===== src/rtl/dcf77_frame_assembler.sv =====
`timescale 1ns/1ps
`default_nettype none
// ============================================================================
// Module      : dcf77_frame_assembler
// Description : Assembles DCF77 second-bits into a 59-bit minute frame,
//               validates markers and parity, publishes BCD time/date.
// Revision    : 1.0  initial release
// ============================================================================
module dcf77_frame_assembler #(
   parameter int GAP_TICKS = 8500,
   parameter int GAP_W     = 16
) (
   input  logic       clk_in,
   input  logic       GSR,
   input  logic       bit_in,
   input  logic       flag_in,
   output logic [6:0] min_out,
   output logic [5:0] hour_out,
   output logic [5:0] day_out,
   output logic [2:0] wday_out,
   output logic [4:0] month_out,
   output logic [7:0] year_out,
   output logic       frame_ok_out,
   output logic       frame_err_out,
   output logic       synced_out
);

   typedef enum logic [1:0] {
      HUNT    = 2'd0,
      COLLECT = 2'd1,
      CHECK   = 2'd2
   } state_t;

   localparam logic [GAP_W-1:0] c_gap_max   = GAP_W'(GAP_TICKS);
   localparam logic [GAP_W-1:0] c_gap_pre   = GAP_W'(GAP_TICKS - 1);
   localparam logic [5:0]       c_frame_len = 6'd59;
   localparam logic [5:0]       c_cnt_max   = 6'd60;

   state_t           r_state;
   logic [GAP_W-1:0] r_gap_cnt;
   logic [5:0]       r_bit_cnt;
   logic             r_ovf;
   logic [58:0]      r_frame;

   logic w_marker;
   logic w_valid;
   logic w_unused_bits;

   // The marker fires on the update that makes the counter reach GAP_TICKS;
   // a flag in that same cycle clears the counter instead.
   assign w_marker = !flag_in && (r_gap_cnt == c_gap_pre);

   assign w_valid = (r_bit_cnt == c_frame_len) && !r_ovf
                    && !r_frame[0] && r_frame[20]
                    && !(^r_frame[28:21])
                    && !(^r_frame[35:29])
                    && !(^r_frame[58:36]);

   assign w_unused_bits = ^r_frame[19:1];

   always_ff @(posedge clk_in) begin
      if (GSR) begin
         r_gap_cnt <= '0;
         r_bit_cnt <= '0;
         r_ovf     <= 1'b0;
         r_frame   <= '0;
      end else begin
         if (flag_in)
            r_gap_cnt <= '0;
         else if (r_gap_cnt != c_gap_max)
            r_gap_cnt <= r_gap_cnt + GAP_W'(1);

         if (w_marker) begin
            r_bit_cnt <= '0;
            r_ovf     <= 1'b0;
         end else if (flag_in) begin
            if (r_bit_cnt >= c_frame_len)
               r_ovf <= 1'b1;
            else
               r_frame[r_bit_cnt] <= bit_in;
            if (r_bit_cnt != c_cnt_max)
               r_bit_cnt <= r_bit_cnt + 6'd1;
         end
      end
   end

   // The verdict is registered as CHECK is entered so the ok/err pulse and
   // the new time fields appear in the cycle right after the marker.
   always_ff @(posedge clk_in) begin
      if (GSR) begin
         r_state       <= HUNT;
         min_out       <= '0;
         hour_out      <= '0;
         day_out       <= '0;
         wday_out      <= '0;
         month_out     <= '0;
         year_out      <= '0;
         frame_ok_out  <= 1'b0;
         frame_err_out <= 1'b0;
         synced_out    <= 1'b0;
      end else begin
         frame_ok_out  <= 1'b0;
         frame_err_out <= 1'b0;
         case (r_state)
            HUNT: begin
               if (w_marker) begin
                  synced_out <= 1'b1;
                  r_state    <= COLLECT;
               end
            end
            COLLECT: begin
               if (w_marker) begin
                  if (w_valid) begin
                     min_out      <= r_frame[27:21];
                     hour_out     <= r_frame[34:29];
                     day_out      <= r_frame[41:36];
                     wday_out     <= r_frame[44:42];
                     month_out    <= r_frame[49:45];
                     year_out     <= r_frame[57:50];
                     frame_ok_out <= 1'b1;
                  end else begin
                     frame_err_out <= 1'b1;
                  end
                  r_state <= CHECK;
               end
            end
            CHECK:   r_state <= COLLECT;
            default: r_state <= HUNT;
         endcase
      end
   end

endmodule
`default_nettype wire


===== config.mk =====
export PLATFORM = sky130hd
export DESIGN_NAME = dcf77_frame_assembler
export DESIGN_NICKNAME = d
export VERILOG_FILES = /design/src/rtl/dcf77_frame_assembler.sv
export SDC_FILE = /design/constraint.sdc
export NUM_CORES = 1
export LEC_CHECK = 0
export BUFFER_PORTS_ARGS = -buffer_cell sky130_fd_sc_hd__buf_4
export CAP_MARGIN = 40
export CORE_ASPECT_RATIO = 0.9
export CORE_MARGIN = 4
export CORE_UTILIZATION = 50
export DETAILED_ROUTE_END_ITERATION = 10
export PLACE_DENSITY = 0.66
export SYNTH_ARGS = -nofsm -noshare
export SYNTH_HDL_FRONTEND = slang
export SYNTH_SLANG_ARGS = --single-unit

===== constraint.sdc =====
create_clock -name clk_in -period 3.15 [get_ports clk_in]
set_clock_uncertainty 0.1 [all_clocks]
set_input_delay 0.4725 -clock clk_in [delete_from_list [all_inputs] [get_ports clk_in]]
set_output_delay 0.4725 -clock clk_in [all_outputs]
set_load 0.005 [all_outputs]

# == After elaboration in Yosys (flattened, before gate mapping) ==
# Cells that the tools add are included.
# op_classes
addsub,2
n_reduce_logical,27
n_mux,8
n_lt_le_gt_ge,3
bitwise_logic,3
n_eq_ne,8
# op_table
op,n
bitwise mux 59 bit,1
XOR reduction 23 bit,1
adder 16 x 1 -> 16 bit (second input constant),1
== test 16 x 14 -> 1 bit (second input constant),1
inequality test 16 x 14 -> 1 bit (second input constant),1
logical AND 1 bit,8
AND reduction 2 bit,4
XOR reduction 8 bit,1
< comparator 6 x 7 -> 1 bit (second input constant),1
XOR reduction 7 bit,1
adder 6 x 1 -> 6 bit (second input constant),1
demux 1 bit (select 6 bit),1
== test 6 bit (second input constant),1
greater-or-equal comparator 6 x 1 -> 1 bit (second input constant),1
greater-or-equal comparator 6 bit (second input constant),1
zero test 1 bit,6
inequality test 6 bit (second input constant),1
one-hot mux 2 bit (3 select lines),1
AND reduction 3 bit,2
2-to-1 mux 2 bit,2
inequality test 2 bit (second input constant),2
OR reduction 2 bit,2
2-to-1 mux 1 bit,3
NOT 1 bit,3
4 further kinds,4
# word_totals
ff_bits,122
output_inout_bits,38
inputBits,4
elab_cells,65

# == Logic depth before layout (Yosys ltp) ==
# logic_depth
depth_word,8
mapped_depth,8
depth_no_buf,6

# == Worst setup path before layout ==
# No wires, ideal clock.
# synth_timing
path_type,register to register
from,reg r_gap_cnt[3]
to,reg min_out[2]
n_path_buf,2
slack_ns,0.664
synth_period_minus_slack_ns,2.486
arrival_ns,2.254
setup_ns,0.132
required_time_ns,2.918
path_stages_with_launch,9
path_cell_list,dfxtp_1 -> or4_4 -> nor4_4 -> nand3_2 -> or3b_1 -> buf_6 -> buf_6 -> o31ai_1 -> a21oi_1
# synth_via
elab_chain_len,3
# synth_rtl
element,line_no,rtl
from (decl),40,logic [GAP_W-1:0] r_gap_cnt;
from (signal assigned),71,r_gap_cnt <= r_gap_cnt + GAP_W'(1);
== test 16 x 14 -> 1 bit,51,assign w_marker = !flag_in && (r_gap_cnt == c_gap_pre);
logical AND 1 bit,51,
AND reduction 3 bit (no source line),n/a,
to (signal assigned),114,min_out <= r_frame[27:21];
to (decl),17,"output logic [6:0] min_out,"
# Every way passes these cells.
# A chain may end at the register's enable or synchronous reset.

# == Worst setup path in the final report ==
# layout_timing
from,reg r_gap_cnt[3]
to,reg month_out[1]
# layout_via
elab_chain_len,3
# layout_rtl
element,line_no,rtl
== test 16 x 14 -> 1 bit,51,
logical AND 1 bit,51,
AND reduction 3 bit (no source line),n/a,
to (signal assigned),118,month_out <= r_frame[49:45];
to (decl),21,"output logic [4:0] month_out,"
# Every way passes these cells.

==> impl_metrics.json <==
{
  "ctsResizeCount": 0,
  "cts_buffer_depth": 2,
  "cts_hold_buf": 0,
  "grt.total_usage_pct": 20.6,
  "p_leak_nw": 1.74,
  "max_clock_freq_ghz": 0.361,
  "dp_hpwl_um": 7570,
  "core_mm2": 0.00929,
  "fin_nets": 585,
  "cts_sinks": 103,
  "ys_types": 41,
  "diodes": 0,
  "dr.first_iter.drc_count": 279,
  "die_area_mm2": 0.0114,
  "path_max_fanout": 35,
  "endpoint_kind": "register",
  "regArea_mm2": 0.00206,
  "drive_above_1_share_pct": 16.2,
  "hp-class": "reg2reg",
  "cts_tree": "yes",
  "final_cell_area_mm2": 0.00539,
  "synth_area_leader_cell": "dfxtp_1",
  "ant_nets": 0,
  "syn_to_final_growth_pct": 10.7,
  "syn_inst": 564,
  "syn_avg_cell_area_um2": 8.63,
  "maxCapViolCount": 0,
  "die_y_um": 102,
  "rsz0062_at_grt": "false",
  "synth_seq_cells": 103,
  "rows": 33,
  "grt_start_max_net_pins": 81,
  "finalHoldViolCount": 0,
  "synth_nets": 572,
  "antenna_found_initial": 0,
  "ys_async_sr_fraction_pct": 0,
  "relSlewSlack_pct": 44.9,
  "dr.pass1.iters": 4,
  "peakVddDrop_mv": 0.248,
  "cp.required_ns": 3.26,
  "synth_flop_cell": "dfxtp_1",
  "cp-start-kind": "register",
  "place.gp.congestion": 0.809,
  "wl_per_cell_um": 16.1,
  "grt_pass1_vias": 3835,
  "num_io_pins": 42,
  "initial_core_util_pct": 52.4,
  "seq_area_frac_synth_pct": 42.3,
  "numCtsBuffers": 9,
  "multi_input_area_mm2": 0.00258,
  "outcome": "complete, no violations",
  "viasPerCell": 5.71,
  "netlist_top_cells_area": "dfxtp_1 42%, nor2_1 7.6%, a21oi_1 6.0%",
  "reg2reg_slack_ns": 0.38,
  "worstMarginPinSlew_ns": 0.827,
  "overflow": 0,
  "dpl_cell_area_mm2": 0.00520,
  "clkSlewWorstSetupHoldPaths_ns": 0.11,
  "setup_tns_ns": 0,
  "finish.utilization_pct": 58.0,
  "clk-insertion-delay-late_ns": 0.36,
  "grt_pass1_wl_um": 19200,
  "cts_setup_buffers": 0,
  "cts_root_buf": "clkbuf_8",
  "drcViolationCount": 0,
  "pwr_density_cell_mw_per_mm2": 404,
  "vias": 4020,
  "routed_wl_um": 11300,
  "crit_start": "r_gap_cnt[3]$_SDFFE_PP0P_",
  "cp.arrival_ns": 2.88,
  "finalCriticalPeriod_ns": 2.77,
  "finalCritPeriodShare_pct": 87.9,
  "min-delay-start": "wday_out[1]$_SDFFE_PP0P_",
  "synth-edff-count": 0,
  "yosys.area.top_type_share_pct": 42.3,
  "maxSlewViolCount": 0,
  "yosysWarnings": 0,
  "dieWidth_um": 112,
  "port_buffers": 41,
  "setup_viol": 0,
  "syn-cell-area_mm2": 0.00487,
  "critical_path_class": "reg2reg",
  "fillers": 846,
  "htree_levels": 3,
  "reg2reg_from": "r_gap_cnt[3]$_SDFFE_PP0P_"
}
worst paths after layout:
check,depth (start not counted),endpoint
max,7,month_out[1]$_SDFFE_PP0P_
min,2,wday_out[1]$_SDFFE_PP0P_
max reg2reg,7,month_out[1]$_SDFFE_PP0P_
min reg2reg,2,wday_out[1]$_SDFFE_PP0P_
sequential cells by signal, indices dropped and copies added, names as in the netlist:
signal,flops
wday_out,3
frame_ok_out,1
r_bit_cnt,6
year_out,8
r_state,2
synced_out,1
month_out,5
min_out,7
r_gap_cnt,16
frame_err_out,1
r_frame,40
day_out,6
hour_out,6
r_ovf,1
stage by stage:
step | hold WS, ns | setup WS (ns) | total power, mW | instances
after floorplan | 0.354 | 0.664 | 1.39 | 564
after detailed placement | 0.361 | 0.385 | 1.41 | 688
after CTS | 0.377 | 0.371 | 2.19 | 704
final | 0.372 | 0.381 | 2.18 | 704
after global routing | 0.397 | 0.192 | 2.25 | 704
after global placement | 0.354 | 0.436 | 1.41 | 687
critical path, stage by stage (launching register included):
cell,delay (ns)
dfxtp_1,0.36
or4_4,0.55
nor4_4,0.33
nand3_2,0.19
or3b_1,0.40
buf_4,0.30
o31ai_1,0.30
a21oi_1,0.09
where the power goes:
part	switching (mW)	total, mW	internal, mW
Clock	0.459	0.795	0.337
Combinational	0.0520	0.0672	0.0153
Sequential	0.00771	1.31	1.31
layout make-up:
type	instances	share of cell area, %
Clock inverter	5	0.789
Multi-Input combinational cell	408	47.9
Timing Repair Buffer	48	6.92
Tap cell	122	2.83
Sequential cell	103	38.3
Clock buffer	11	2.81
Inverter	7	0.487
logic make-up (layout without fill, tap and decap cells):
family	Yosys count	count (layout)	share of synthesized area, %
mux	22	22	4.52
simple gates	212	212	21.1
xor+xnor	51	51	9.76
buf+inv	53	71	4.78
fa+ha+maj	4	4	1.03
flops	103	103	42.3
compound gates	119	119	16.4
synth_stat cells, drive strengths merged, types with 3 or more instances:
master / n
mux2i: 22
dfxtp: 103
nand3: 10
nor3: 3
o21ai: 22
and3: 5
a21oi: 58
ha: 4
nand2: 34
clkbuf: 35
xor2: 16
inv: 7
xnor2: 33
nand4: 42
nor4: 3
nand3b: 3
o31ai: 35
buf: 11
nor2: 99
per-layer routing:
layer  vias up  global-route usage [%]  wire length, um
li1       1997                       -                -
met3         6                    3.64              590
met4         0                    4.90               73
met1      1943                    28.5             5310
met5         -                       0                0
met2        74                    33.8             5330
layout by cell type, fill, tap and decap left out, drive strengths merged:
master    netlist  final
dfxtp         103    103
nor2           99     99
a21oi          58     58
buf            11     48
nand4          42     42
o31ai          35     35
nand2          34     34
xnor2          33     33
mux2i          22     22
o21ai          22     22
xor2           16     16
clkbuf         35     11
nand3          10     10
inv             7      7
and3            5      5
ha              4      4
clkinv          0      4
nand3b          3      3
nor3            3      3
nor4            3      3
a31oi           2      2
or3             2      2
or4             2      2
or4b            2      2
or3b            2      2
xor3            1      1
xnor3           1      1
nor3b           1      1
and4            1      1
a211oi          1      1
or2             1      1
or2b            1      1
o22ai           1      1
and2            1      1
clkinvlp        0      1
Note: power is estimated with default switching activity, not from simulation.
